`src/rtl/slow_pkg.sv`:
```
// rtl/slow_pkg.sv - shared types and constants for the slow-mode sequencer
package slow_pkg;

  typedef enum logic [1:0] {
    FAST = 2'd0,
    DOWN = 2'd1,
    SLOW = 2'd2,
    UP   = 2'd3
  } state_e;

  localparam int IACK  = 0;
  localparam int VIA   = 1;
  localparam int IWM   = 2;
  localparam int SCC   = 3;
  localparam int SCSI  = 4;
  localparam int SND   = 5;
  localparam int N_DEV = 6;

  localparam int PRESCALE_DEFAULT = 256;

  function automatic logic slow_hit(input logic [N_DEV-1:0] cs, input logic [N_DEV-1:0] en);
    return |(cs & en);
  endfunction

endpackage

```
`src/rtl/slow_timer.sv`:
```
// rtl/slow_timer.sv - prescaler plus saturating 4-bit idle down-counter
module slow_timer #(
  parameter int PRESCALE = 256,
  parameter int PS_W     = 8
) (
  input  logic       CLK,
  input  logic       nPOR,
  input  logic       Reload,
  input  logic [3:0] Load,
  input  logic       Run,
  output logic       Zero
);

  logic [PS_W-1:0] ps_q, ps_d;
  logic [3:0]      tmr_q, tmr_d;
  logic            wrap;

  assign wrap = (ps_q == PS_W'(PRESCALE - 1));
  assign Zero = (tmr_q == 4'd0);

  always_comb begin
    ps_d  = ps_q;
    tmr_d = tmr_q;
    if (Reload) begin
      ps_d  = '0;
      tmr_d = Load;
    end else if (Run) begin
      ps_d = ps_q + 1'b1;
      if (wrap && tmr_q != 4'd0) tmr_d = tmr_q - 4'd1;
    end
  end

  always_ff @(posedge CLK or negedge nPOR) begin
    if (!nPOR) begin
      ps_q  <= '0;
      tmr_q <= 4'd0;
    end else begin
      ps_q  <= ps_d;
      tmr_q <= tmr_d;
    end
  end

endmodule

```
`src/rtl/slow_sequencer.sv`:
```
// rtl/slow_sequencer.sv - fast/slow clock sequencing for peripheral bus accesses
// Optional SLOW_CLKGATE_EN: drive ClkGateEn from SlowActive & SlowClockGate.
module slow_sequencer
  import slow_pkg::*;
#(
  parameter int PRESCALE = PRESCALE_DEFAULT,
  parameter int PS_W     = 8
) (
  input  logic       CLK,
  input  logic       nPOR,
  input  logic       BACT,
  input  logic       IACKCS,
  input  logic       VIACS,
  input  logic       IWMCS,
  input  logic       SCCCS,
  input  logic       SCSICS,
  input  logic       SndCS,
  input  logic       SlowIACK,
  input  logic       SlowVIA,
  input  logic       SlowIWM,
  input  logic       SlowSCC,
  input  logic       SlowSCSI,
  input  logic       SlowSnd,
  input  logic [3:0] SlowTimeout,
  input  logic       SlowClockGate,
  input  logic       SlowAck,
  output logic       SlowReq,
  output logic       BusHold,
  output logic       SlowActive,
  output logic       ClkGateEn
);

  state_e           state_q, state_d;
  logic             bactr_q;
  logic             slow_req_q, slow_req_d;
  logic             slow_active_q, slow_active_d;
  logic             clk_gate_q, clk_gate_d;
  logic             bus_hold;
  logic [N_DEV-1:0] cs, en;
  logic             hit, start, tmr_reload, tmr_run, tmr_zero;

  always_comb begin
    cs       = '0;
    en       = '0;
    cs[IACK] = IACKCS;  en[IACK] = SlowIACK;
    cs[VIA]  = VIACS;   en[VIA]  = SlowVIA;
    cs[IWM]  = IWMCS;   en[IWM]  = SlowIWM;
    cs[SCC]  = SCCCS;   en[SCC]  = SlowSCC;
    cs[SCSI] = SCSICS;  en[SCSI] = SlowSCSI;
    cs[SND]  = SndCS;   en[SND]  = SlowSnd;
  end

  assign hit   = BACT & slow_hit(cs, en);
  assign start = BACT & ~bactr_q;

  // Outside SLOW the timer is parked at SlowTimeout so entry always starts a full hold.
  assign tmr_reload = (start & hit) | hit | (state_q != SLOW);
  assign tmr_run    = (state_q == SLOW);

  slow_timer #(
    .PRESCALE (PRESCALE),
    .PS_W     (PS_W)
  ) u_timer (
    .CLK    (CLK),
    .nPOR   (nPOR),
    .Reload (tmr_reload),
    .Load   (SlowTimeout),
    .Run    (tmr_run),
    .Zero   (tmr_zero)
  );

  always_comb begin
    state_d  = state_q;
    bus_hold = 1'b0;
    case (state_q)
      FAST: if (hit) begin
        state_d  = DOWN;
        bus_hold = 1'b1;
      end
      DOWN: begin
        bus_hold = BACT;
        if (SlowAck) state_d = SLOW;
      end
      SLOW: if (tmr_zero && !hit) state_d = UP;
      UP: begin
        // A hit while still winding up reverses straight back to DOWN.
        if (hit) begin
          state_d  = DOWN;
          bus_hold = 1'b1;
        end else if (!SlowAck) begin
          state_d = FAST;
        end
      end
      default: state_d = FAST;
    endcase
    slow_req_d    = (state_d == DOWN) || (state_d == SLOW);
    slow_active_d = (state_d == SLOW);
  end

`ifdef SLOW_CLKGATE_EN
  assign clk_gate_d = slow_active_q & SlowClockGate & (state_d == SLOW);
`else
  logic unused_clk_gate;
  assign unused_clk_gate = SlowClockGate;
  assign clk_gate_d      = 1'b0;
`endif

  always_ff @(posedge CLK or negedge nPOR) begin
    if (!nPOR) begin
      state_q       <= FAST;
      bactr_q       <= 1'b0;
      slow_req_q    <= 1'b0;
      slow_active_q <= 1'b0;
      clk_gate_q    <= 1'b0;
    end else begin
      state_q       <= state_d;
      bactr_q       <= BACT;
      slow_req_q    <= slow_req_d;
      slow_active_q <= slow_active_d;
      clk_gate_q    <= clk_gate_d;
    end
  end

  assign SlowReq    = slow_req_q;
  assign BusHold    = bus_hold;
  assign SlowActive = slow_active_q;
  assign ClkGateEn  = clk_gate_q;

endmodule

```
`config.mk`:
```
export PLATFORM = sky130hd
export DESIGN_NAME = slow_sequencer
export DESIGN_NICKNAME = d
export VERILOG_FILES = /design/src/rtl/slow_pkg.sv /design/src/rtl/slow_timer.sv /design/src/rtl/slow_sequencer.sv
export SDC_FILE = /design/constraint.sdc
export NUM_CORES = 1
export LEC_CHECK = 0
export BUFFER_PORTS_ARGS = -buffer_cell sky130_fd_sc_hd__buf_2
export CAP_MARGIN = 20
export CORE_ASPECT_RATIO = 1.5
export CORE_UTILIZATION = 46
export DETAILED_ROUTE_END_ITERATION = 12
export GPL_ROUTABILITY_DRIVEN = 0
export PLACE_DENSITY = 0.84
export SLEW_MARGIN = 40
export SYNTH_ARGS = -nofsm -noshare
export SYNTH_HDL_FRONTEND = slang
export SYNTH_HIERARCHICAL = 1
export SYNTH_SLANG_ARGS = --single-unit
```
`constraint.sdc`:
```
create_clock -name CLK -period 1.7 [get_ports CLK]
set_clock_uncertainty 0.05 [all_clocks]
set_input_delay 0 -clock CLK [delete_from_list [all_inputs] [get_ports CLK]]
set_output_delay 0 -clock CLK [all_outputs]
set_load 0.01 [all_outputs]
```
**Word-level counts from Yosys, hierarchy flattened**

Index checks and enable logic that the tools add are counted.

- Output and inout bits: 4
- Logic and storage cells: 47
- Flip-flop bits (word level): 17

- Equal/unequal tests: 7
- $add $sub $neg: 2
- Bitwise gates (word level): 7
- Muxes and demuxes: 13
- Reduce and logical (&&, ||, !) cells: 12

Operators with widths:

| operator | number |
|---|---|
| 2-to-1 mux 8 bit | 2 |
| 2-to-1 mux 4 bit | 3 |
| 2-to-1 mux 2 bit | 5 |
| adder 8 x 1 -> 8 bit (second input constant) | 1 |
| == test 8 bit (second input constant) | 1 |
| one-hot mux 2 bit (4 select lines) | 1 |
| bitwise AND 6 bit | 1 |
| == test 2 bit (second input constant) | 3 |
| OR reduction 6 bit | 1 |
| == test 2 x 1 -> 1 bit (second input constant) | 2 |
| zero test 4 bit | 1 |
| nonzero test 2 bit | 2 |
| nonzero test 4 bit | 1 |
| subtractor 4 x 1 -> 4 bit (second input constant) | 1 |
| bitwise AND 1 bit | 3 |
| logical AND 1 bit | 2 |
| zero test 2 bit | 1 |
| inequality test 2 bit (second input constant) | 1 |
| OR 1 bit | 2 |
| one-hot mux 1 bit (2 select lines) | 1 |
| AND reduction 2 bit | 1 |
| OR reduction 2 bit | 1 |
| zero test 1 bit | 1 |
| logical OR 1 bit | 1 |
| 2 further kinds | 2 |

**Depth between registers and ports, before layout**

Gate-level depths: netlist of the first run.

- Depth in word-level cells: 9
- Mapped depth: 8
- Mapped depth without buffers: 8

**By module**

The synthesis of the first run kept the hierarchy.

Modules (own cells, without submodules):

| module | seq. area each (um^2) | cells an instance | times used | area an instance (um^2) |
|---|---|---|---|---|
| slow_timer | 300.3 | 61 | 1 | 655.6 |
| slow_sequencer | 100.1 | 35 | 1 | 324.1 |

**Worst setup path before layout of the first run**

OpenSTA, ideal clock, no wires.

- Path kind: register -> register
- From: register state_q[0]
- To: register slow_req_q (netlist: SlowReq)
- Path slack: -7 ps
- Stages on the path, launching flop included: 8
- Path buffers: 0
- Arrival: 1594 ps
- Setup time: 63 ps
- Cells stage by stage: dfrtp_1 > inv_1 > ha_1 > a21o_1 > o31a_1 > a211oi_1 > ha_1 > inv_1

- Longest elaborated chain between the ends: 5
- Elaborated cells on any way between the ends: 13

RTL lines:

| item | line | RTL |
|---|---|---|
| start: declaration | slow_sequencer.sv:33 | `state_e state_q, state_d;` |
| start signal: assignment | slow_sequencer.sv:116 | `state_q <= state_d;` |
| 2-to-1 mux 2 bit | slow_sequencer.sv:90 | `end else if (!SlowAck) begin` |
| 2-to-1 mux 2 bit | slow_sequencer.sv:87 | `if (hit) begin` |
| one-hot mux 2 bit (4 select lines) * | slow_sequencer.sv:75 | `case (state_q)` |
| == test 2 x 1 -> 1 bit / == test 2 bit (equally long branches) | slow_sequencer.sv:96 | `slow_req_d = (state_d == DOWN) \|\| (state_d == SLOW);` |
| logical OR 1 bit * | slow_sequencer.sv:96 |  |
| named net slow_req_d | slow_sequencer.sv:35 | `logic slow_req_q, slow_req_d;` |
| end signal: assignment | slow_sequencer.sv:118 | `slow_req_q <= slow_req_d;` |
| end: declaration | slow_sequencer.sv:35 |  |

Mark *: on every way through the listed nets, which the timed path passes. The rest lies on a longest branch.
A chain may end at the register's enable or synchronous reset.

**Worst setup path after layout of the first run**

Same ends and word-level chain as after synthesis.

==> impl_metrics.tcl, run 1 <==
set metrics [dict create \
    status "complete, but fails checks" \
    violations "setup timing" \
    ios 25 \
    yosysUniqueCellTypes 32 \
    maxCapViolations 0 \
    clk_pin_slew_ns 0.10 \
    holdWs_ns 0.05931 \
    pwr-share-comb 0.445 \
    grt_pass1_wl_mm 3.553 \
    top_usage_layer "met2" \
    die_h_um 58.52 \
    syn_nets 124 \
    synth_area_um2 979.7 \
    hpwl_mm 1.614 \
    grt_remaining_overflow 0 \
    cellLeakagePower_uw 0.0006119 \
    num_vias 855 \
    grt_pass1_vias 899 \
    max_freq_ghz 0.5670 \
    crit_required_ns 1.92 \
    worstReg2RegEnd "SlowReq" \
    root_buffer "clkbuf_4" \
    core_area_um2 2027 \
    p_per_area_nw_per_um2 1083 \
    postRouteWirelength_mm 2.256 \
    die_w_um 39.68 \
    cp-start-kind "register" \
    switching_share 0.3673 \
    nNetsFinal 163 \
    area_growth_pct 31.80 \
    hold_class "input port to async pin" \
    switchingPower_uw 513.5 \
    yosys_warnings 6 \
    start_util 0.4833 \
    pwr-share-clk 0.197 \
    layout-drive-gt1-share 0.3657 \
    diodes 0 \
    clock_sinks 16 \
    fin_crit_sh 1.037 \
    met1_usage 0.2225 \
    synth_largest_area_cell "dfrtp_1" \
    pwr-share-seq 0.357 \
    reg2reg_from "state_q[0]" \
    setup_ws_ns -0.06353 \
    r2r_slack_ns -0.06 \
    antenna_found_initial 0 \
    design_area_um2 1291 \
    criticalPathCategory "register to register" \
    wl_per_cell_um 14.46 \
    p_int_uw 884.6 \
    use_met3 0.03396 \
    synth_cells 96 \
    cp_max_fo 4 \
    clock_latency_ns 0.32 \
    grtUsageMet2 0.4052 \
    drt_iter0_markers 7 \
    grt_setup_unrepaired "true" \
    worstRegToRegCells 7 \
    viasPerCell 5.481 \
    synth_seq_cells 16 \
    ys_top_cells_by_area "dfrtp_1 (41%), ha_1 (8.9%), xnor2_1 (4.5%), xor2_1 (3.6%), nand2_1 (3.4%)" \
    htree_levels 1 \
    vdd_drop_max_uv 748.5 \
    grt_max_degree 17 \
    cts_tree "built" \
    slew_violations 0 \
    arrival_ns 1.98 \
    yosysTopAreaCellShare 0.4087 \
    report.final.hold_viol_count 0 \
    die_area_um2 2322 \
    avgSynthCellArea_um2 10.21 \
    numCtsBuffers 3 \
    dr.pass1.iters 3 \
    portBuffers 22 \
    drc 0 \
    post_dp_cell_area_um2 1156 \
    rows 20 \
    ys_seq_area_frac 0.4087 \
    setup.worst_path.end_class "register" \
    cts.path.max_buffers 2 \
    setup_viol 1 \
    drtAntennaViolNets 0 \
    finalCriticalPeriod_ns 1.764 \
    grt_util_all_layers 0.2261 \
]
layout by cell type, fill, tap and decap left out, types with 2 or more instances in the layout:
cell	netlist	layout
a21o_1	2	2
a21oi_1	2	2
a22oi_1	3	3
a31o_2	2	2
a31oi_1	2	2
buf_2	0	22
buf_4	1	9
clkbuf_4	0	3
dfrtp_1	16	15
dlygate4sd3_1	0	5
ha_1	7	5
inv_1	7	5
inv_2	0	2
nand2_1	9	9
nand3_1	3	3
nor2_1	9	9
nor4_4	0	2
o21ai_0	6	3
o21ai_1	1	4
xnor2_1	5	5
xor2_1	4	4
timing repair:
| item | 4_1_cts | 5_1_grt |
|---|---|---|
| endpoints found under the setup margin | 8 | 7 |
| buffers inserted | 1 | 1 |
| cloned | 0 | 0 |
| hold endpoints to repair | 20 | 0 |
| hold buffers | 5 | 0 |
| gates resized for setup | 5 | 6 |
| pin swaps | 3 | 7 |
flip-flops by register name, summed over array words and instances (netlist names):
name and flops:
SlowReq 1, u_timer/ps_q 8, state_q 2, u_timer/tmr_q 4
SlowActive 1
logic make-up (layout without fill, tap and decap cells):
kind of cell,Yosys count,count (layout),share of synthesized area
AND/OR/NAND/NOR,31,31,0.2107
AO/OA/AOI/OAI,22,22,0.1507
flip-flops,16,16,0.4087
XOR/XNOR,9,9,0.08045
buffers and inverters,9,47,0.04598
adder cells (fa/ha/maj),7,7,0.08940
other,1,1,0.003828
multiplexers,1,1,0.01022
synthesized netlist by cell type:
library cell,count
a22oi_1,3
o21ai_1,1
buf_4,1
nor2_1,9
nand4_4,1
or3_1,1
inv_1,7
nand3_1,3
a211oi_1,1
xnor2_1,5
nor4_2,2
and3_1,1
ha_1,7
o211a_1,1
nor4b_4,1
conb_1,1
or4b_1,1
dfrtp_1,16
nor3b_2,1
buf_6,1
a21o_1,2
nand2_1,9
o31a_1,1
and4_1,1
a31o_2,2
xor2_1,4
o21ai_0,6
and2b_4,1
mux2i_1,1
a31oi_1,2
a211o_1,1
a21oi_1,2
final cells by class:
cell class                 instances  area, µm²
timing repair buffer              36      227.7
fill                             152      735.7
inverter                           7      26.28
sequential                        16      401.6
tap                               22      27.53
clock buffer                       4      36.28
multi-input combinational         71      571.8
worst max-delay path: stages (launching register included):
cell and delay (ns):
dfrtp_1 0.44, inv_2 0.08, ha_1 0.22, a21o_1 0.17
o31a_1 0.27, a211oi_2 0.16, ha_1 0.26, inv_1 0.05
routing by layer:
layer / vias to the layer above / part of all wire
li1: 413 / -
met1: 415 / 0.38
met2: 22 / 0.57
met3: 5 / 0.025
met4: 0 / 0.023
met5: - / 0
per-stage QoR:
| step | utilization | setup slack [ns] | total power (µW) | std cells | TNS (ns) |
|---|---|---|---|---|---|
| 2_1_floorplan | - | 0.01476 | 831.8 | 96 | 0 |
| 3_5_place_dp | 0.5704 | -0.07146 | 1040 | 145 | -0.2173 |
| 4_1_cts | 0.6191 | -0.02306 | 1353 | 155 | -0.02306 |
| 6_report | 0.6370 | -0.06353 | 1398 | 156 | -0.06353 |
| 3_3_place_gp | 0.5704 | -0.004844 | 995.2 | 145 | -0.006508 |
| 5_1_grt | 0.6370 | -0.09907 | 1459 | 156 | -0.2443 |
worst max path at each step:
stage | start | end | slack, ns | depth (start not counted)
after floorplan | state_q[0] | SlowReq | 0.01 | 7
after global placement | state_q[1] | SlowReq | -0.005 | 7
after detailed placement | state_q[1] | SlowReq | -0.07 | 7
after CTS | state_q[1] | SlowReq | -0.02 | 7
after global routing | state_q[0] | SlowReq | -0.1 | 8
final | state_q[0] | SlowReq | -0.06 | 7
power by group through the flow:
stage / Clock [µW] / Sequential (µW) / Combinational, µW
global placement: 0 / 490 / 505
floorplan: 0 / 496 / 336
global route: 285 / 506 / 668
CTS: 280 / 492 / 582
detailed placement: 0 / 495 / 545
finish: 276 / 500 / 623
Power figures use the tool's default switching activity.
==> run 2: changes to the inputs <==
--- a/config.mk
+++ b/config.mk
@@ -7,11 +7,10 @@
 export LEC_CHECK = 0
 export BUFFER_PORTS_ARGS = -buffer_cell sky130_fd_sc_hd__buf_2
 export CAP_MARGIN = 20
-export CORE_ASPECT_RATIO = 1.5
-export CORE_UTILIZATION = 46
+export CORE_UTILIZATION = 51
 export DETAILED_ROUTE_END_ITERATION = 12
 export GPL_ROUTABILITY_DRIVEN = 0
-export PLACE_DENSITY = 0.84
+export PLACE_DENSITY = 0.87
 export SLEW_MARGIN = 40
 export SYNTH_ARGS = -nofsm -noshare
 export SYNTH_HDL_FRONTEND = slang
==> constraint.sdc (replaced) <==
create_clock -name CLK -period 2 [get_ports CLK]
set_clock_uncertainty 0.05 [all_clocks]
set_input_delay 0 -clock CLK [delete_from_list [all_inputs] [get_ports CLK]]
set_output_delay 0 -clock CLK [all_outputs]
set_load 0.01 [all_outputs]
==> run 2 against run 1 <==
Net effect: the run now ends clean; critical path depth unchanged; global-route usage up 0.88 points; sequential power down 14%; register-to-register slack better by 0.15 ns; sequential share of layout area up 2.4 points; die area down 9.5%; non-clock buffer count down 8; maximum frequency down 8.0%; final cell count down 3.8%; clock-buffer cell count down 1; clock power down 38%; highest routed layer unchanged.
==> impl_metrics.tcl, run 2 (same netlist as run 1, synthesis figures left out) <==
set metrics [dict create \
    cp-start-kind "register" \
    p_per_area_nw_per_um2 868.1 \
    finalCriticalPeriod_ns 1.917 \
    largest_registers "u_timer/ps_q: 8 flops, u_timer/tmr_q: 4 flops, state_q: 2 flops" \
    hold_class "input port to async pin" \
    finalPower_uw 1038 \
    fin_crit_sh 0.9587 \
    crit_chain "inv_1, ha_1, a21o_1, o31a_1, a211oi_2, ha_1, inv_1" \
    worstRegToRegCells 7 \
    ios 25 \
    grt_util_all_layers 0.2349 \
    drt_iter0_markers 17 \
    area_growth_pct 22.09 \
    grt_pass1_vias 791 \
    criticalPathCategory "register to register" \
    hpwl_mm 1.484 \
    crit_path_top_delay_cell "dfrtp_1" \
    largest_register "u_timer/ps_q" \
    viasPerCell 5.533 \
    portBuffers 22 \
    clock_latency_ns 0.29 \
    numCtsBuffers 3 \
    cts_tree "built" \
    htree_levels 1 \
    vdd_drop_max_uv 660.7 \
    drtAntennaViolNets 0 \
    wl_per_cell_um 14.98 \
    rows 15 \
    final_cell_mix "buf_2 (22), dfrtp_1 (16), nand2_1 (9), nor2_1 (9), inv_1 (7)" \
    fin_util 0.6780 \
    dr.pass1.iters 4 \
    drc 0 \
    setup_viol 0 \
    arrival_ns 2.11 \
    grt_remaining_overflow 0 \
    slew_violations 0 \
    holdWs_ns 0.09019 \
    cts.path.max_buffers 2 \
    max_freq_ghz 0.5215 \
    crit_required_ns 2.19 \
    postRouteWirelength_mm 2.247 \
    root_buffer "clkbuf_4" \
    clk_pin_slew_ns 0.09 \
    grt_pass1_wl_mm 3.339 \
    diodes 0 \
    start_util 0.5553 \
    grt_max_degree 17 \
    die_w_um 45.83 \
    antenna_found_initial 0 \
    die_h_um 45.83 \
    core_area_um2 1764 \
    status "finished, final reports clean" \
    maxCapViolations 0 \
    report.final.hold_viol_count 0 \
    largest_reg_flops 8 \
    layout-drive-gt1-share 0.2880 \
    cellLeakagePower_uw 0.0005698 \
    die_area_um2 2100 \
    critPathMaxStageDelay_ns 0.43 \
    finalNonFillerCells 150 \
    dp.cells 142 \
    final_common_cell "buf_2" \
    cp_max_fo 4 \
    num_vias 830 \
    nNetsFinal 155 \
    setup.worst_path.end_class "register" \
    clock_sinks 16 \
    nFillCells 135 \
]
run 2: cell types whose count changed in the layout (fill, tap and decap cells not counted), sizes merged:
cell / previous run / this run
buf: 31 / 23
clkbuf: 4 / 3
run 2: repair_timing:
action	in CTS	in global routing
gates resized for setup	0	3
setup buffers	0	0
hold buffers	5	0
endpoints found under the setup margin	0	5
hold endpoints to repair	20	0
run 2: where the power goes:
part	switching [µW]	internal, µW	leakage [µW]
registers	53.2	375	0.000209
logic	240	199	0.000347
clock network	101	70.2	0.0000138
total	394	645	0.000570
run 2: per-stage QoR:
step	area, µm²	TNS [ns]	setup slack [ns]
global route	1196	-0.009400	-0.009400
floorplan	979.7	0	0.2932
detailed placement	1110	0	0.08884
CTS	1182	0	0.06935
global placement	1110	0	0.1910
finish	1196	0	0.08259
run 2: path summary, 6_finish.rpt:
| path | from | end | slack (ns) |
|---|---|---|---|
| hold reg to reg | u_timer/ps_q[1] | u_timer/ps_q[1] | 0.51 |
| min in group CLK | SlowAck | state_q[1] | 0.14 |
| hold / removal | nPOR | u_timer/ps_q[0] | 0.09 |
| setup / recovery | state_q[0] | SlowReq | 0.08 |
| setup reg to reg | state_q[0] | SlowReq | 0.08 |
| max in group asynchronous | nPOR | u_timer/ps_q[4] | 1.55 |
run 2: routing by layer:
layer | vias up | wire length [µm] | GRT usage | part of all wire
li1 | 394 | - | - | -
met1 | 400 | 937 | 0.2612 | 0.42
met2 | 27 | 1164 | 0.4114 | 0.52
met3 | 9 | 93 | 0.07540 | 0.041
met4 | 0 | 51 | 0.09412 | 0.023
met5 | - | 0 | 0 | 0
run 2: critical path, delay by kind of cell (launching register included):
family	cells	cell delay (ns)
buffers and inverters	2	0.15
adders and majority gates	2	0.51
AOI/OAI and AO/OA	3	0.74
DFF	1	0.43
run 2: area by class of cell:
cell class              instances  area, µm²  share of cell area
flip-flops and latches         16      400.4              0.3347
repair buffers                 28      167.7              0.1402
inverters                       7      26.28             0.02197
multi-input cells              71      548.0              0.4582
well taps                      25      31.28             0.02615
clock buffers                   3      22.52             0.01883
